<file path="src/rtl/hyperbus_burst_splitter.sv">
// Purpose : split one AXI-style burst (addr, len, size) into HyperBus word transfers that never
//           exceed MaxBurstWords nor cross a chip boundary; each transfer carries a one-hot chip select.
// Latency : first descriptor valid 1 cycle after req acceptance; later descriptors back-to-back.
// Backpr. : descriptors hold stable while xfer_valid_o & !xfer_ready_i; no new request accepted while busy.
// Ports   : clk_i/rst_i (sync, active-high); req_* request channel (valid/ready);
//           xfer_* descriptor channel (valid/ready, cs, word addr, word count, write, last); busy_o.
module hyperbus_burst_splitter #(
  parameter int AddrWidth     = 32,
  parameter int LenWidth      = 8,
  parameter int NumChips      = 2,
  parameter int ChipAddrWidth = 23,
  parameter int MaxBurstWords = 256,
  parameter int WordCntWidth  = 16
) (
  input  logic                       clk_i,
  input  logic                       rst_i,
  input  logic                       req_valid_i,
  output logic                       req_ready_o,
  input  logic [AddrWidth-1:0]       req_addr_i,
  input  logic [LenWidth-1:0]        req_len_i,
  input  logic [2:0]                 req_size_i,
  input  logic                       req_write_i,
  output logic                       xfer_valid_o,
  input  logic                       xfer_ready_i,
  output logic [NumChips-1:0]        xfer_cs_o,
  output logic [ChipAddrWidth-2:0]   xfer_addr_o,
  output logic [WordCntWidth-1:0]    xfer_words_o,
  output logic                       xfer_write_o,
  output logic                       xfer_last_o,
  output logic                       busy_o
);

  localparam int WicW     = ChipAddrWidth - 1;
  localparam int ChipIdxW = (NumChips > 1) ? $clog2(NumChips) : 1;
  localparam int CmpW     = (WordCntWidth > WicW + 1) ? WordCntWidth : WicW + 1;

  typedef enum logic {IDLE, ISSUE} state_e;
  typedef logic [AddrWidth:0] addr_ext_t;

  state_e                  state_q, state_d;
  logic [ChipIdxW-1:0]     chip_q, chip_d;
  logic [WicW-1:0]         wic_q, wic_d;
  logic [WordCntWidth-1:0] rem_q, rem_d;
  logic [WordCntWidth-1:0] piece_q, piece_d;
  logic                    last_q, last_d;
  logic                    write_q, write_d;

  addr_ext_t               bytes_w, end_w, total_w;
  logic [WicW:0]           adv_w, dist_w;
  logic [CmpW-1:0]         pmin_w;
  logic                    issue_w;

  always_comb begin
    state_d = state_q;
    chip_d  = chip_q;
    wic_d   = wic_q;
    rem_d   = rem_q;
    write_d = write_q;
    // Request geometry; one bit wider than the address so end_byte never wraps.
    bytes_w = (addr_ext_t'(req_len_i) + addr_ext_t'(1)) << req_size_i;
    end_w   = addr_ext_t'(req_addr_i) + bytes_w - addr_ext_t'(1);
    total_w = (end_w >> 1) - (addr_ext_t'(req_addr_i) >> 1) + addr_ext_t'(1);
    adv_w   = (WicW + 1)'(wic_q) + (WicW + 1)'(piece_q);

    case (state_q)
      IDLE: begin
        if (req_valid_i) begin
          state_d = ISSUE;
          chip_d  = ChipIdxW'(req_addr_i >> ChipAddrWidth) & ChipIdxW'(NumChips - 1);
          wic_d   = req_addr_i[ChipAddrWidth-1:1];
          rem_d   = WordCntWidth'(total_w);
          write_d = req_write_i;
        end
      end
      ISSUE: begin
        if (xfer_ready_i) begin
          if (last_q) begin
            state_d = IDLE;
          end else begin
            // A piece never passes the boundary, so the carry out marks an exact hit.
            wic_d = adv_w[WicW-1:0];
            if (adv_w[WicW]) chip_d = (chip_q + ChipIdxW'(1)) & ChipIdxW'(NumChips - 1);
            rem_d = rem_q - piece_q;
          end
        end
      end
      default: state_d = IDLE;
    endcase

    // Next piece is computed from the next-cycle pointers so it can be registered.
    dist_w = {1'b1, {WicW{1'b0}}} - {1'b0, wic_d};
    pmin_w = CmpW'(rem_d);
    if (CmpW'(MaxBurstWords) < pmin_w) pmin_w = CmpW'(MaxBurstWords);
    if (CmpW'(dist_w) < pmin_w)        pmin_w = CmpW'(dist_w);
    piece_d = WordCntWidth'(pmin_w);
    last_d  = (piece_d == rem_d);
  end

  always_ff @(posedge clk_i) begin
    if (rst_i) begin
      state_q <= IDLE;
      chip_q  <= '0;
      wic_q   <= '0;
      rem_q   <= '0;
      piece_q <= '0;
      last_q  <= 1'b0;
      write_q <= 1'b0;
    end else begin
      state_q <= state_d;
      chip_q  <= chip_d;
      wic_q   <= wic_d;
      rem_q   <= rem_d;
      piece_q <= piece_d;
      last_q  <= last_d;
      write_q <= write_d;
    end
  end

  // Descriptor fields are forced to zero outside ISSUE so idle/reset outputs are clean.
  assign issue_w      = (state_q == ISSUE);
  assign req_ready_o  = !issue_w;
  assign busy_o       = issue_w;
  assign xfer_valid_o = issue_w;
  assign xfer_cs_o    = issue_w ? (NumChips'(1) << chip_q) : '0;
  assign xfer_addr_o  = issue_w ? wic_q : '0;
  assign xfer_words_o = issue_w ? piece_q : '0;
  assign xfer_write_o = issue_w & write_q;
  assign xfer_last_o  = issue_w & last_q;

  a_req_size_legal: assert property (@(posedge clk_i) disable iff (rst_i)
    (req_valid_i && req_ready_o) |-> (req_size_i <= 3'd4));

endmodule

</file>
<file path="config.mk">
export PLATFORM = sky130hd
export DESIGN_NAME = hyperbus_burst_splitter
export DESIGN_NICKNAME = d
export VERILOG_FILES = /design/src/rtl/hyperbus_burst_splitter.sv
export SDC_FILE = /design/constraint.sdc
export NUM_CORES = 1
export LEC_CHECK = 0
export ABC_AREA = 1
export BUFFER_PORTS_ARGS = -buffer_cell sky130_fd_sc_hd__buf_2
export CORE_MARGIN = 4
export CORE_UTILIZATION = 55
export CTS_CLUSTER_DIAMETER = 120
export DETAILED_ROUTE_END_ITERATION = 16
export PLACE_DENSITY = 0.75
export SKIP_CTS_REPAIR_TIMING = 1
export SYNTH_ARGS = -nofsm -noshare
export SYNTH_HDL_FRONTEND = slang
export SYNTH_SLANG_ARGS = --single-unit
</file>
<file path="constraint.sdc">
create_clock -name clk_i -period 22 [get_ports clk_i]
set_input_delay 6.6 -clock clk_i [delete_from_list [all_inputs] [get_ports clk_i]]
set_output_delay 6.6 -clock clk_i [all_outputs]
set_load 0.005 [all_outputs]
</file>
======== After elaboration in Yosys (flattened, before gate mapping) ========
Index checks and enable logic that the tools add are counted.
cells by class
  $add $sub $neg .......................... 9
  $mul .................................... 0
  divide/modulo/power cells ............... 0
  magnitude comparators ................... 2
  equality and inequality tests ........... 5
  shift-type cells ........................ 2
  multiplexer cells ....................... 22
  bitwise gates (word level) .............. 3
  reduce and logical (&&, ||, !) cells .... 3
operators with widths
  operator                count
  $mux 16                 6
  $mux 22                 4
  $pmux 22 s2             1
  $pmux 16 s2             1
  $sub 16x16->16          2
  $add 22x16->23          1
  $lt 23x16->1            1
  $sub 23x22->23 const A  1
  $add 17x17->17          1
  $shl 9x3->17            1
  $sub 17x1->17 const B   1
  $add 16x1->16 const B   1
  $eq 16x16->1            1
  $lt 9x16->1 const A     1
  $add 8x1->9 const B     1
  $mux 1                  7
  $ne 2x2->1 const B      3
  $pmux 1 s2              2
  $reduce_and 4->1        1
  $and 1x1->1             2
  $mux 2                  1
  $ne 2x1->1 const B      1
  $reduce_and 2->1        1
  $shl 1x1->2 const A     1
  other kinds (3)         3
storage, ports and cells
  register bits ........................... 58
  latch bits .............................. 0
  bits in writable memories ............... 0
  memory bits (read-only) ................. 0
  input port bits ......................... 48
  output and inout port bits .............. 45
  logic and storage cells ................. 53
  memories kept ........................... 0

======== Depth between registers and ports, before layout ========
Gate-level depths: netlist of the first run.
  word-level depth ........................ 13
  gate-level depth with buffers ........... 59
  gate-level depth less buffers ........... 59

======== Worst setup path before layout of the first run ========
No wires, ideal clock.
  kind .................................... input-to-reg
  from .................................... in req_len_i[0]
  to ...................................... reg last_q
  setup time .............................. 0.064 ns
  data arrival time ....................... 13.388 ns
  data required time ...................... 21.936 ns
  slack ................................... 8.549 ns
  stages on the path ...................... 54
  path buffers ............................ 1
  path through ............................ ha_1 -> xor2_1 -> nand2_1 -> nand3_1 -> o21ai_0 -> or2_2 -> ha_1 -> fa_1 -> nand3b_1 -> and2_1 -> inv_1 -> a21oi_1 -> o21ai_0 -> a21oi_1 -> o21bai_1 -> a21oi_1 -> o21bai_1 -> a21oi_1 -> (+18 left out) -> inv_1 -> ha_1 -> a21oi_1 -> o21ai_0 -> nand3_1 -> a21oi_1 -> a211oi_1 -> nor2_2 -> nor2_8 -> nand2_8 -> inv_6 -> buf_8 -> nand2_1 -> nand2_1 -> nand3_1 -> nor2_1 -> nand2_1 -> nor2_1
on the way
  cells in the longest elaborated chain, start to end .. 13
RTL lines
  item                  RTL line  text
  from (decl)           20        input logic [LenWidth-1:0] req_len_i,
  $add 8x1->9 *         60        bytes_w = (addr_ext_t'(req_len_i) + addr_ext_t'(1)) << req_size_i;
  $shl 9x3->17 *        60
  $add 17x17->17 *      61        end_w = addr_ext_t'(req_addr_i) + bytes_w - addr_ext_t'(1);
  $sub 17x1->17 *       61
  $sub 16x16->16 *      62        total_w = (end_w >> 1) - (addr_ext_t'(req_addr_i) >> 1) + addr_ext_t'(1);
  $add 16x1->16 *       62
  $mux 16 *             67        if (req_valid_i) begin
  $pmux 16 s2 *         65        case (state_q)
  $lt 9x16->1           93        if (CmpW'(MaxBurstWords) < pmin_w) pmin_w = CmpW'(MaxBurstWords);
  $mux 16               93
  $lt 23x16->1          94        if (CmpW'(dist_w) < pmin_w) pmin_w = CmpW'(dist_w);
  $mux 16               94
  $eq 16x16->1 *        96        last_d = (piece_d == rem_d);
  to (signal assigned)  114       last_q <= last_d;
  to (decl)             45        logic last_q, last_d;
Every way passes the cells marked *; elsewhere a longest branch is shown, timed or not.
A chain may end at the register's enable or synchronous reset.

======== Final worst setup path of the first run ========
Same ends and word-level chain as after synthesis.

==> impl_metrics.csv, run 1 <==
group,metric,value,unit
hold_path,min_from,"write_q",
die,dieWidth,137,um
timing,timing.setup.tns,0,ns
synth,avgSynthCellArea,5.57,um^2
drt,dr.pass1.iters,6,
synth,synthAdderAreaFrac,15.5,%
hold_path,hp-class,"reg2reg",
finish,areaGrowthSynthToFinish,10.1,%
drt,wl_per_cell,15.5,um
worst_setup_path,crit_path_end_kind,"register",
global_routing,grt_usage,32.2,%
power_and_ir_drop,power_density,80.1,nW/um^2
timing,min_period,14.54,ns
timing,hold_slack,0.489,ns
synth,synthXorXnorAreaFrac,3.06,%
timing,grt_setup_unrepaired,"false",
clocking,clkTransAtPathRegs,0.06,ns
timing,fmax,68.8,MHz
finish,stdcell_area,10100,um^2
finish,nets,1875,
synth,synth_edf_count,0,
drt,drtAntennaViolNets,0,
worst_setup_path,required,22.27,ns
timing,tightestPinTransition,0.848,ns
drt,routed-via-count,10500,
synth,ys_warn_count,0,
timing,finalClockSkew,0.0102,ns
synth,synth_compound_area_share,10.3,%
worst_setup_path,reg2reg_to,"last_q",
die,core_area,16100,um^2
synth,syn-cell-area,9150,um^2
clocking,htreeDepth,3,
worst_setup_path,worstPathMaxFanout,17,
worst_setup_path,critPathArrivalTime,14.81,ns
power_and_ir_drop,power.leakage,5.95,nW
synth,ys_seq_elements,58,
place,port_buffers,84,
drt,viasPerCell,5.40,
worst_setup_path,crit_path_start_kind,"primary input",
global_routing,first_global_vias,9370,
finish,antenna_cells,0,
timing,finalHoldViolCount,0,
timing,setup_viol,0,
global_routing,grt_max_degree,62,
hold_path,hold_end,"write_q",
worst_setup_path,slowest_stage,"fa_1",
power_and_ir_drop,ir_drop,0.0676,mV
worst_setup_path,r2r-start,"busy_o",
global_routing,antenna_found_initial,0,
timing,drv_slew,0,
outcome,status,"finished clean",
finish,multi_input_area,6710,um^2
power_and_ir_drop,total_power,0.000808,W
synth,synth_top_cell_by_area,"nand2_1",
synth,yosys.area_share.simple,43.7,%
timing,period_share,66.1,%
synth,synth_common_cells,"nand2_1 (498), inv_1 (300), nor2_1 (180)",
die,floorplan.initialDensity,56.8,%
die,dieArea,18800,um^2
clocking,cts_sinks,58,
hold_path,hold_path_depth,2,
synth,ys_seq_area_share,12.7,%
drt,drt_iter0_drc,1027,
worst_setup_path,reg2reg_slack,16.19,ns
clocking,cts_tree,"done",
place,gp_congestion,0.971,
clocking,clock-root-buffer,"clkbuf_16",
die,placementRows,46,
synth,yosysTopAreaCellShare,20.4,%
place,hpwl,23900,um
worst_setup_path,slowest_delay,0.49,ns
worst_setup_path,r2r_cells,28,
clocking,clockBufferDepth,2,
finish,layout-drive-gt1-share,8.31,%
synth,synth_area_leaders,"nand2_1 (20%), ha_1 (15%), dfxtp_1 (13%)",
timing,slew_headroom,43.4,%
synth,synth-async-reset-ratio,0,%
global_routing,grt_pass1_wl,47400,um
worst_setup_path,worst_path_most_repeated_cell,"nand2_1",
die,fp.dieH,137,um
job,cap_violations,0,
place,placed_cell_area,9750,um^2
clocking,clk-insertion-delay-late,0.35,ns
synth,synth.mux.area_fraction,0.437,%
clocking,cts_made_buffers,9,
drt,wirelength,30000,um
worst_setup_path,worstSetupPathType,"in2reg",
synth,ys_types,47,
synth,synth_top_family_by_area,"simple AND/OR/NAND/NOR gates",
finish,fillCellCount,1683,
die,pin_count,93,
synth,yosysMostFrequentCell,"nand2_1",
synth,yosys_most_used_dff,"dfxtp_1",
global_routing,overflow,0,
drt,drc,0,
finish,regArea,1160,um^2
synth,syn_inst,1643,
[how the worst max path moves through the flow]
stage / from / end / slack [ns] / cells past startpoint
after floorplan: req_len_i[0] / last_q / 8.55 / 54
after global routing: req_len_i[0] / last_q / 6.49 / 59
after detailed placement: req_len_i[0] / last_q / 7.26 / 56
after CTS: req_len_i[0] / last_q / 7.57 / 56
final: req_len_i[0] / last_q / 7.46 / 56
after global placement: req_len_i[0] / last_q / 7.32 / 56
[cells by family after synthesis]
logic type,count (synthesis)
AOI/OAI and AO/OA,166
xor gates and xnor gates,32
adders and majority gates,111
buffers and inverters,339
DFF,58
muxes,4
other,1
and+or+nand+nor,932
[through the flow]
step	util [%]	worst slack [ns]	instances
finish	62.5	7.46	1937
global route	62.5	6.49	1937
CTS	62.5	7.57	1937
detailed placement	60.5	7.26	1921
global placement	60.5	7.32	1921
floorplan	-	8.55	1649
[power by group]
group	internal, W	switching (W)	leakage, nW
Sequential	0.000118	0.0000128	0.477
Clock	0.000105	0.0000568	0.163
Combinational	0.000178	0.000337	5.31
[flip-flops by register name, indices dropped and copies added (netlist names)]
signal / count
write_q: 1
chip_q: 1
last_q: 1
rem_q: 16
busy_o: 1
wic_q: 22
piece_q: 16
[critical path: cells and delay by family]
kind	cells	cell delay, ns
xor+xnor	2	0.34
simple gates	24	2.96
compound gates	15	2.18
fa+ha+maj	6	1.83
buf+inv	9	0.80
[cell type report]
type | count | share of cell area [%]
multi-input cells | 1252 | 66.6
flip-flops and latches | 58 | 11.5
inverters | 307 | 11.5
repair buffers | 88 | 4.47
well taps | 216 | 2.68
clock buffers | 12 | 2.55
clock inverters | 4 | 0.733
[layout by cell type, fill, tap and decap left out, types with 26 or more instances in the layout]
cell type | synthesis | routed
dfxtp_1 | 58 | 57
o21ai_0 | 48 | 48
a21oi_1 | 78 | 78
xor2_1 | 26 | 26
nand3_1 | 175 | 175
buf_2 | 9 | 84
nand2_1 | 498 | 498
inv_1 | 300 | 300
ha_1 | 107 | 107
nor2_1 | 180 | 179
[per-layer routing]
metal / wire (um) / vias to the layer above / track usage (%)
met3: 2780 / 65 / 4.34
met4: 969 / 0 / 11.1
met5: 0 / - / 0
met2: 12600 / 412 / 49.5
met1: 13600 / 4652 / 46.0
li1: - / 5322 / -
(Power assumes the default switching activity.)
==> run 2: changes to the inputs <==
ABC_AREA = 0   (was 1)
PLACE_DENSITY = 0.78   (was 0.75)
clock period = 12.17 ns   (was 22 ns; I/O delays follow)
==> run 2 against run 1 <==
- combinational power rose by 140%
- sequential cell count did not move
- global-route usage down 3.1 points
- non-clock buffer count grew 87
- clock skew shrank 0.0029 ns
==> impl_metrics.csv, run 2 <==
group,metric,value,unit
outcome,status,"finished clean",
finish,multi_input_area,7100,um^2
hold_path,min_from,"write_q",
synth,avgSynthCellArea,7.15,um^2
power_and_ir_drop,total_power,0.00173,W
place,port_buffers,84,
finish,regArea,1160,um^2
synth,synth_area_leaders,"ha_1 (16%), dfxtp_1 (14%), a21oi_1 (5.4%)",
worst_setup_path,worst_path_most_repeated_cell,"buf_4",
synth,ys_types,89,
synth,syn-cell-area,8600,um^2
global_routing,antenna_found_initial,0,
drt,drc,0,
timing,period_share,97.6,%
timing,min_period,11.88,ns
synth,synthXorXnorAreaFrac,4.54,%
timing,drv_slew,0,
drt,drt_iter0_drc,1000,
worst_setup_path,crit_path_start_kind,"primary input",
finish,areaGrowthSynthToFinish,19.7,%
synth,yosysTopAreaCellShare,15.6,%
global_routing,first_global_vias,8803,
worst_setup_path,crit_path_end_kind,"register",
drt,viasPerCell,6.17,
finish,regMostFlops,"wic_q",
finish,layout-drive-gt1-share,20.1,%
power_and_ir_drop,power_density,168,nW/um^2
die,dieArea,17700,um^2
drt,wirelength,27700,um
synth,synth_compound_area_share,27.1,%
finish,stdcell_area,10300,um^2
drt,drtAntennaViolNets,0,
timing,finalHoldViolCount,0,
finish,layout_commonest_cell,"nor2_1",
clocking,cts_sinks,58,
synth,synth.mux.area_fraction,5.04,%
synth,synth_common_cells,"nor2_1 (122), ha_1 (107), nand2_1 (102)",
timing,setup_viol,0,
finish,antenna_cells,0,
synth,ys_seq_area_share,13.5,%
die,pin_count,93,
synth,yosys.area_share.simple,26.2,%
finish,nets,1496,
worst_setup_path,critPathArrivalTime,12.15,ns
timing,fmax,84.2,MHz
timing,slew_headroom,33.7,%
worst_setup_path,worstPathMaxFanout,9,
hold_path,hold_end,"write_q",
worst_setup_path,slowest_delay,0.57,ns
worst_setup_path,path_delay_family,"simple AND/OR/NAND/NOR gates",
finish,largest_registers,"wic_q (22), piece_q (16), rem_q (16)",
worst_setup_path,r2r-start,"piece_q[0]",
finish,fillCellCount,1342,
timing,tightestPinTransition,0.994,ns
drt,dr.pass1.iters,6,
global_routing,grt_use_met1,36.9,%
global_routing,grt_pass1_wl,42800,um
worst_setup_path,reg2reg_to,"last_q",
timing,timing.setup.tns,0,ns
synth,synthAdderAreaFrac,16.5,%
worst_setup_path,required,12.44,ns
die,dieWidth,133,um
power_and_ir_drop,power.leakage,4.73,nW
clocking,cts_made_buffers,9,
synth,yosys_most_used_dff,"dfxtp_1",
synth,syn_inst,1203,
place,gp_congestion,0.963,
worst_setup_path,worstSetupPathType,"in2reg",
drt,wl_per_cell,17.9,um
global_routing,overflow,0,
synth,synth-async-reset-ratio,0,%
global_routing,grtUsageMet3,2.51,%
global_routing,grtUsageMet2,51.1,%
place,hpwl,21100,um
worst_setup_path,path_buf_inv,7,
synth,synth_edf_count,0,
clocking,htreeDepth,3,
finish,largest_reg_flops,22,
die,placementRows,45,
global_routing,top_usage_layer,"met2",
clocking,clockBufferDepth,2,
hold_path,hp-class,"reg2reg",
worst_setup_path,reg2reg_slack,5.91,ns
clocking,clk-insertion-delay-late,0.34,ns
job,cap_violations,0,
die,floorplan.initialDensity,56.3,%
worst_setup_path,r2r_cells,20,
synth,yosysMostFrequentCell,"nor2_1",
die,core_area,15300,um^2
global_routing,grt_max_degree,78,
global_routing,grt_usage,29.1,%
synth,synth_top_family_by_area,"compound AO/OA/AOI/OAI gates",
synth,ys_seq_elements,58,
clocking,clkTransAtPathRegs,0.05,ns
clocking,cts_tree,"done",
worst_setup_path,slowest_stage,"or4b_1",
synth,synth_top_cell_by_area,"ha_1",
hold_path,hold_path_depth,2,
power_and_ir_drop,ir_drop,0.110,mV
place,placed_cell_area,9700,um^2
synth,ys_warn_count,0,
clocking,clock-root-buffer,"clkbuf_16",
finish,mostFrequentLayoutCells,"nor2_1 (121), nand2_1 (101), ha_1 (99)",
drt,routed-via-count,9579,
die,fp.dieH,133,um
timing,finalClockSkew,0.00732,ns
finish,fin_util,67.4,%
-- run 2: cell types whose count changed after synthesis, sizes merged, moves of 20 or more --
cell    previous run  this run
nand2            505       102
a211oi             3        24
nand3            180        37
o21ai             48        75
nor2b              0        20
inv              306        97
clkbuf            15        39
nor2             190       122
xnor2              6        29
mux2i              4        32
and2               4        41
-- run 2: cell type report --
cell class                      instances  share of cell area [%]
Multi-Input combinational cell        996                    69.0
Sequential cell                        58                    11.3
Timing Repair Buffer                  175                    10.8
Inverter                               97                    3.54
Clock buffer                           14                    2.66
Tap cell                              211                    2.57
Clock inverter                          2                  0.0973
-- run 2: stage by stage --
stage,worst slack (ns),hold WS [ns],std cells
after CTS,-0.346,0.493,1548
after floorplan,0.0546,0.432,1209
after detailed placement,-0.602,0.486,1532
after global routing,-0.189,0.499,1553
after global placement,-0.442,0.441,1532
final,0.295,0.494,1553
-- run 2: per-layer routing --
layer / part of all wire, % / vias to the layer above
met3: 6.5 / 86
met4: 4.0 / 0
met2: 48 / 410
met1: 42 / 4441
met5: 0 / -
li1: - / 4642
-- run 2: worst register-to-register path, stage by stage (launching register included) --
cell and delay (ns):
dfxtp_1 0.42, ha_1 0.24, fa_1 0.46, or4b_2 0.68
o31ai_1 0.09, a31oi_1 0.16, nor4bb_1 0.65, and3_1 0.38
nand3_1 0.15, xnor2_1 0.39, ha_1 0.31, o21ai_0 0.15
a21oi_1 0.06, nor2_1 0.11, o21ai_1 0.10, or4_4 0.44
a211oi_4 0.29, nand3_2 0.15, or4b_1 0.57, a211oi_2 0.18
and4b_1 0.21
-- run 2: worst max path at each step --
| stage | from | endpoint | slack [ns] | cells after the start |
|---|---|---|---|---|
| after floorplan | req_len_i[0] | last_q | 0.05 | 43 |
| after global placement | req_len_i[0] | last_q | -0.44 | 46 |
| after detailed placement | req_len_i[0] | last_q | -0.60 | 46 |
| after CTS | req_len_i[0] | last_q | -0.35 | 46 |
| after global routing | req_len_i[0] | last_q | -0.19 | 41 |
| final | req_len_i[0] | last_q | 0.29 | 41 |
-- run 2: cell families after synthesis --
family / Yosys count
mux: 42
other cells: 1
compound gates: 348
buf+inv: 155
fa+ha+maj: 111
xor+xnor: 43
flops: 58
simple gates: 445
-- run 2: power breakdown --
group          internal, W  total, W  switching [W]
logic             0.000559   0.00124       0.000684
registers         0.000217  0.000240      0.0000233
clock network     0.000154  0.000246      0.0000923
